## src/rtl/mod_cnt_pkg.sv

```systemverilog
// Shared definitions for the modulo-N counter family.
//
// Contents:
//   cnt_state_t   run-control states: IDLE (00), RUN (01), DONE (10)
//   clamp_reload  value actually written on a parallel load: the requested
//                 value when it lies inside 0..modulus-1, otherwise the
//                 top of the range (modulus-1)
package mod_cnt_pkg;

  typedef enum logic [1:0] {
    IDLE = 2'b00,
    RUN  = 2'b01,
    DONE = 2'b10
  } cnt_state_t;

  function automatic int unsigned clamp_reload(input int unsigned val,
                                               input int unsigned modulus);
    return (val < modulus) ? val : (modulus - 1);
  endfunction

endpackage

```

## src/rtl/mod_n_down_counter.sv

```systemverilog
// Synchronous modulo-N down counter with run control.
//
// Counts MODULUS-1 down to 0 and then either wraps back to MODULUS-1 or,
// in one-shot mode, parks at 0 in the DONE state. Supports a parallel load
// with out-of-range detection, a terminal-count flag and a registered
// borrow pulse intended to drive the en input of the next digit in a
// cascaded chain.
//
// Optional build macro: MOD_N_DOWN_COUNTER_UPDN_EN
//   When defined, an extra input "up" selects increment (MODULUS-1 -> 0
//   wrap). borrow then acts as carry, one-shot stops at MODULUS-1 and tc
//   flags MODULUS-1 instead of 0.
//
// Ports:
//   clk       clock, rising edge active
//   rstn      asynchronous active-low reset
//   start     enter RUN from IDLE or DONE (oneshot sampled here)
//   stop      return to IDLE, count held; beats start and load
//   en        count-enable, only effective in RUN
//   load      parallel load request (any state, state unchanged)
//   load_val  value to load; out-of-range values clamp to MODULUS-1
//   oneshot   mode sampled on start: 1 = stop at terminal, 0 = wrap
//   up        (optional) count direction, 1 = increment
//   count     current count
//   tc        terminal count while in RUN (combinational)
//   borrow    one-cycle pulse after each terminal decrement
//   busy      state is RUN
//   done      state is DONE
//   load_err  sticky flag for an out-of-range load_val
module mod_n_down_counter
  import mod_cnt_pkg::*;
#(
  parameter int WIDTH           = 4,
  parameter int MODULUS         = 14,
  parameter bit ONESHOT_DEFAULT = 1'b0
) (
  input  logic             clk,
  input  logic             rstn,
  input  logic             start,
  input  logic             stop,
  input  logic             en,
  input  logic             load,
  input  logic [WIDTH-1:0] load_val,
  input  logic             oneshot,
`ifdef MOD_N_DOWN_COUNTER_UPDN_EN
  input  logic             up,
`endif
  output logic [WIDTH-1:0] count,
  output logic             tc,
  output logic             borrow,
  output logic             busy,
  output logic             done,
  output logic             load_err
);

  localparam logic [WIDTH-1:0] MAX_VAL = WIDTH'(MODULUS - 1);
  // One bit wider so MODULUS == 2**WIDTH is representable.
  localparam logic [WIDTH:0]   MOD_EXT = (WIDTH + 1)'(MODULUS);

  cnt_state_t       state;
  logic             oneshot_q;
  logic             cnt_up;
  logic [WIDTH-1:0] term_val;
  logic [WIDTH-1:0] wrap_val;
  logic             at_term;
  logic             load_bad;
  logic [WIDTH-1:0] reload_val;

`ifdef MOD_N_DOWN_COUNTER_UPDN_EN
  assign cnt_up = up;
`else
  assign cnt_up = 1'b0;
`endif

  // Terminal value is where the next enabled step wraps or finishes.
  assign term_val   = cnt_up ? MAX_VAL : '0;
  assign wrap_val   = cnt_up ? '0 : MAX_VAL;
  assign at_term    = (count == term_val);

  assign load_bad   = ({1'b0, load_val} >= MOD_EXT);
  assign reload_val = WIDTH'(clamp_reload(32'(load_val), 32'(MODULUS)));

  assign tc   = at_term && (state == RUN);
  assign busy = (state == RUN);
  assign done = (state == DONE);

  always_ff @(posedge clk or negedge rstn) begin
    if (!rstn) begin
      state     <= IDLE;
      count     <= MAX_VAL;
      borrow    <= 1'b0;
      load_err  <= 1'b0;
      oneshot_q <= ONESHOT_DEFAULT;
    end else begin
      borrow <= 1'b0;
      if (stop) begin
        // stop overrides both start and a pending load.
        state <= IDLE;
      end else begin
        // start is ignored in RUN so the mode latch is not resampled.
        if (start && (state != RUN)) begin
          state     <= RUN;
          oneshot_q <= oneshot;
        end
        if (load) begin
          count    <= reload_val;
          load_err <= load_bad;
        end else if ((state == RUN) && en) begin
          if (at_term) begin
            borrow <= 1'b1;
            if (oneshot_q) begin
              state <= DONE;
            end else begin
              count <= wrap_val;
            end
          end else if (cnt_up) begin
            count <= count + 1'b1;
          end else begin
            count <= count - 1'b1;
          end
        end
      end
    end
  end

endmodule

```

## config.mk

```make
export PLATFORM = sky130hd
export DESIGN_NAME = mod_n_down_counter
export DESIGN_NICKNAME = d
export VERILOG_FILES = /design/src/rtl/mod_cnt_pkg.sv /design/src/rtl/mod_n_down_counter.sv
export SDC_FILE = /design/constraint.sdc
export NUM_CORES = 1
export LEC_CHECK = 0
export CAP_MARGIN = 5
export CORE_AREA = 2 2 39 41
export DETAILED_ROUTE_END_ITERATION = 8
export DIE_AREA = 0 0 41 43
export GPL_ROUTABILITY_DRIVEN = 0
export PLACE_DENSITY_LB_ADDON = 0.1
export SLEW_MARGIN = 40
export SYNTH_ARGS = -nofsm -noshare
export SYNTH_HDL_FRONTEND = slang
export SYNTH_SLANG_ARGS = --single-unit
export TNS_END_PERCENT = 5
```

## constraint.sdc

```tcl
create_clock -name clk -period 1.7 [get_ports clk]
set_input_delay 0.34 -clock clk [delete_from_list [all_inputs] [get_ports clk]]
set_output_delay 0.34 -clock clk [all_outputs]
set_load 0.05 [all_outputs]
```

== Yosys cells after proc, flatten, opt, wreduce, memory -nomap -nowiden ==
Index checks and enable logic that the tools add are counted.
Storage, ports and cells
  bits in registers: 9
  input port bits: 11
  output and inout bits: 9
  word-level logic and storage cells: 36
Cells by class
  $add $sub $neg: 1
  order comparisons: 2
  equal/unequal tests: 4
  mux-type cells: 15
  bitwise operators: 1
  reductions and logical operators: 8
Operators by type and width (number)
  $mux 4: 5
  $mux 2: 6
  $ge 4x4->1 const B: 1
  $logic_not 4->1: 1
  $lt 4x4->1 const B: 1
  $mux 1: 4
  $reduce_and 2->1: 2
  $sub 4x1->4 const B: 1
  $logic_and 1x1->1: 3
  $ne 3x3->1 const B: 1
  $reduce_and 3->1: 1
  $eq 2x1->1 const B: 1
  $eq 2x2->1 const B: 1
  $ne 2x1->1 const B: 1
  $reduce_bool 2->1: 1
  $not 1->1: 1

== Longest topological paths before layout ==
  depth in word-level cells: 8
  gate-level depth with buffers: 5

== Least setup slack after synthesis ==
OpenSTA, ideal clock, no wires.
  path kind: register to output
  start: reg state[0]
  end: out tc
  arrival: 1695 ps
  required time: 1360 ps
  setup slack: -335 ps
  cell stages (with the launch flop): 3
  buffers on the path: 0
  path through: dfrtp_1 nor2b_1 and2_1
Between the ends
  word-level cells in the longest chain between the ends: 2
RTL lines
  from (decl): line mod_n_down_counter.sv:60  | cnt_state_t state;
  from (signal assigned): line mod_n_down_counter.sv:89  | state <= IDLE;
  from (signal assigned): line mod_n_down_counter.sv:98  | state <= IDLE;
  from (signal assigned): line mod_n_down_counter.sv:102  | state <= RUN;
  $eq 2x1->1
  via busy: line mod_n_down_counter.sv:51  | output logic busy,
  $logic_and 1x1->1: line mod_n_down_counter.sv:83  | assign tc = at_term && (state == RUN);
  to (decl): line mod_n_down_counter.sv:49  | output logic tc,
The timed path passes the listed nets, and every way through them passes these cells.

== Worst setup path after layout ==
  start: reg count[2]
  end: out tc
Between the ends
  word-level cells in the longest chain between the ends: 2
RTL lines
  from (decl): line mod_n_down_counter.sv:48  | output logic [WIDTH-1:0] count,
  from (signal assigned): line mod_n_down_counter.sv:106  | count <= reload_val;
  from (signal assigned): line mod_n_down_counter.sv:114  | count <= wrap_val;
  from (signal assigned): line mod_n_down_counter.sv:117  | count <= count + 1'b1;
  $logic_not 4->1: line mod_n_down_counter.sv:78  | assign at_term = (count == term_val);
  $logic_and 1x1->1: line mod_n_down_counter.sv:83
No other way between the ends.

==> flow_summary.json <==
{
  "synth_area_leaders": "dfrtp_1 29%, dfstp_2 15%, a21oi_1 3.8%, nand2_1 3.6%, o21ai_0 2.9%",
  "final_layout_size_suffix_gt1_frac": 0.3953,
  "final_core_util": 0.6465,
  "cts_buffer_depth": 2,
  "finalNonFillerCells": 102,
  "drt_iter0_drc": 30,
  "cts.htree.levels": 1,
  "ir_worst_vdd_mv": 0.4258,
  "cp-endpoint": "tc",
  "grt_pass1_vias": 471,
  "final_nets": 98,
  "tns_ps": 0,
  "io-pin-count": 20,
  "cts_tree": "yes",
  "hold_violations": 0,
  "powerDensity_mw_per_mm2": 857.2,
  "synth_nets": 65,
  "leakagePower_nw": 0.3913,
  "cts_buffers": 3,
  "yosysWarnings": 0,
  "yosysTopAreaCellShare": 0.2864,
  "use_met3": 0.03665,
  "holdWs_ps": 387.4,
  "worst_setup_path_end_kind": "primary output",
  "grtUsageMet1": 0.2576,
  "critPathArrivalTime_ps": 1310,
  "hpwl_um": 947,
  "hold_path_class": "in -> async",
  "worst_r2r_startpoint": "count[1]",
  "worstSetupStartpoint": "count[2]",
  "clock-skew-final_ps": 7.389,
  "reg2regPathDepth": 5,
  "grt_usage": 0.1735,
  "yosysTopAreaCell": "dfrtp_1",
  "yosysUniqueCellTypes": 30,
  "antenna_found_initial": 0,
  "power_w": 0.0007669,
  "yosysSeqAreaShare": 0.4368,
  "num_rows": 14,
  "synthCells": 54,
  "drt-total-wl_um": 1243,
  "clk_pin_slew_ps": 60,
  "min_period_ps": 1647,
  "relSlewSlack": 0.7137,
  "start_util": 0.3788,
  "critPathKind": "reg -> out",
  "antenna_cells": 0,
  "use_met2": 0.2281,
  "root_buffer": "clkbuf_4",
  "maxCapViolations": 0,
  "areaGrowthSynthToFinish_pct": 70.64,
  "grt_max_degree": 10,
  "regToRegSetupSlack_ps": 120,
  "max_freq_mhz": 607.1,
  "dp_cells": 95,
  "ant_nets": 0,
  "tightestPinTransition_ps": 428.1,
  "die_y_um": 43,
  "finalCritPeriodShare": 0.9689,
  "worstReg2RegEnd": "count[2]",
  "coreArea_sq_mm": 0.001384,
  "viasPerCell": 5.284,
  "drt_first_pass_iters": 4,
  "clk_latency_ps": 250,
  "start_kind": "flip-flop",
  "io_buffers": 19,
  "overflow": 0,
  "rsz0062_at_grt": "no",
  "fp.dieW_um": 41,
  "grt_most_used_layer": "met1",
  "crit_fanout": 7,
  "worst-endpoint-required_ps": 1360,
  "avgRoutedWirePerCell_um": 12.19,
  "finalSetupViolCount": 0,
  "cts.sink_count": 9,
  "syn_area_sq_um": 524.3,
  "slew_violations": 0,
  "outcome": "finished clean",
  "vias": 539,
  "ys_ff_latch": 9,
  "die_area_sq_mm": 0.001763,
  "avgSynthCellArea_sq_um": 9.708,
  "drc": 0,
  "grt_pass1_wl_um": 2083
}
worst max-delay path, stage by stage (launching register included):
cell	delay, ps
dfstp_2	630
nor4_4	70
and2_2	210
buf_12	150
how the worst min path moves through the flow:
| stage | startpoint | endpoint | cells after the start |
|---|---|---|---|
| 2_1_floorplan | rstn | borrow | 0 |
| 3_3_place_gp | load_err | load_err | 2 |
| 3_5_place_dp | load_err | load_err | 2 |
| 4_1_cts | rstn | load_err | 1 |
| 5_1_grt | rstn | load_err | 1 |
| 6_report | rstn | load_err | 1 |
cell type report:
| cell class | count | area (sq um) |
|---|---|---|
| timing repair buffer | 29 | 317.8 |
| fill | 116 | 489.2 |
| tap | 16 | 20.02 |
| multi-input combinational | 40 | 285.3 |
| sequential | 9 | 230.2 |
| inverter | 4 | 15.01 |
| clock buffer | 4 | 26.28 |
placed cells by master (no fill, tap or decap):
cell type        synthesis  final
mux2_2                   1      1
dfstp_2                  3      3
a22oi_1                  1      1
or2b_2                   1      1
o22a_1                   1      1
nand2_1                  5      5
a21oi_1                  4      4
buf_4                    1     13
o21bai_2                 1      1
nor2b_1                  2      1
nor3b_1                  1      1
nand3_1                  1      1
nor4_4                   0      1
and2_2                   0      1
a2111oi_0                1      1
nand3b_1                 2      2
or4b_1                   1      1
clkdlybuf4s50_1          0     10
a32oi_1                  1      1
o22ai_2                  1      1
nor2b_2                  0      1
o21ai_0                  3      3
and3_1                   1      1
dfrtp_2                  0      1
nor3_1                   1      1
and4bb_2                 1      1
clkbuf_4                 0      3
clkbuf_1                 0      1
nor4_1                   1      1
inv_1                    4      4
mux2i_1                  1      1
dfrtp_1                  6      5
nor2_1                   4      4
buf_12                   0      6
a211o_1                  1      1
a311oi_1                 1      1
synth_stat cells:
| library cell | count |
|---|---|
| nor3_1 | 1 |
| nor4_2 | 1 |
| o21bai_2 | 1 |
| and3_1 | 1 |
| o21ai_0 | 3 |
| or4b_1 | 1 |
| nor3b_1 | 1 |
| dfrtp_1 | 6 |
| a32oi_1 | 1 |
| a211o_1 | 1 |
| a2111oi_0 | 1 |
| mux2i_1 | 1 |
| nand3b_1 | 2 |
| nor2b_1 | 2 |
| or2b_2 | 1 |
| inv_1 | 4 |
| and2_1 | 1 |
| nand2_1 | 5 |
| buf_4 | 1 |
| o22ai_2 | 1 |
| a21oi_1 | 4 |
| dfstp_2 | 3 |
| and4bb_2 | 1 |
| mux2_2 | 1 |
| a311oi_1 | 1 |
| nor4_1 | 1 |
| a22oi_1 | 1 |
| o22a_1 | 1 |
| nor2_1 | 4 |
| nand3_1 | 1 |
timing repair:
item / in CTS / in global routing
gates resized for setup: 0 / 0
hold buffers: 0 / 0
endpoints found under the setup margin: 1 / 1
setup buffers: 1 / 2
layer usage:
metal / part of all wire / wire length [um] / vias to the layer above
met3: 0.074 / 92 / 2
met1: 0.47 / 580 / 244
met2: 0.45 / 562 / 28
met4: 0.0064 / 8 / 0
li1: - / - / 265
met5: 0 / 0 / -
flip-flops by register name, summed over array words and instances (netlist names):
register	cells
state	2
load_err	1
oneshot_q	1
borrow	1
count	4
where the power goes:
| part | switching, W | total (W) | internal [W] | leakage (nW) |
|---|---|---|---|---|
| clock | 0.0000719 | 0.000162 | 0.0000902 | 0.0150 |
| sequential | 0.0000371 | 0.000288 | 0.000250 | 0.109 |
| combinational | 0.000158 | 0.000317 | 0.000159 | 0.268 |
| total | 0.000267 | 0.000767 | 0.000499 | 0.391 |
metrics by stage:
step	worst slack (ps)	instance area (sq um)
detailed placement	9.421	845.8
CTS	16.23	879.6
global placement	20.43	845.8
finish	52.95	894.6
global route	9.996	894.6
floorplan	60.01	538.0
cells by family (layout without fill, tap and decap cells):
| logic type | after synthesis | in the layout | synth area share |
|---|---|---|---|
| simple gates | 23 | 23 | 0.2697 |
| compound gates | 15 | 15 | 0.2100 |
| flops | 9 | 9 | 0.4368 |
| buf+inv | 5 | 37 | 0.04296 |
| mux | 2 | 2 | 0.04057 |
Note: power is estimated with default switching activity, not from simulation.
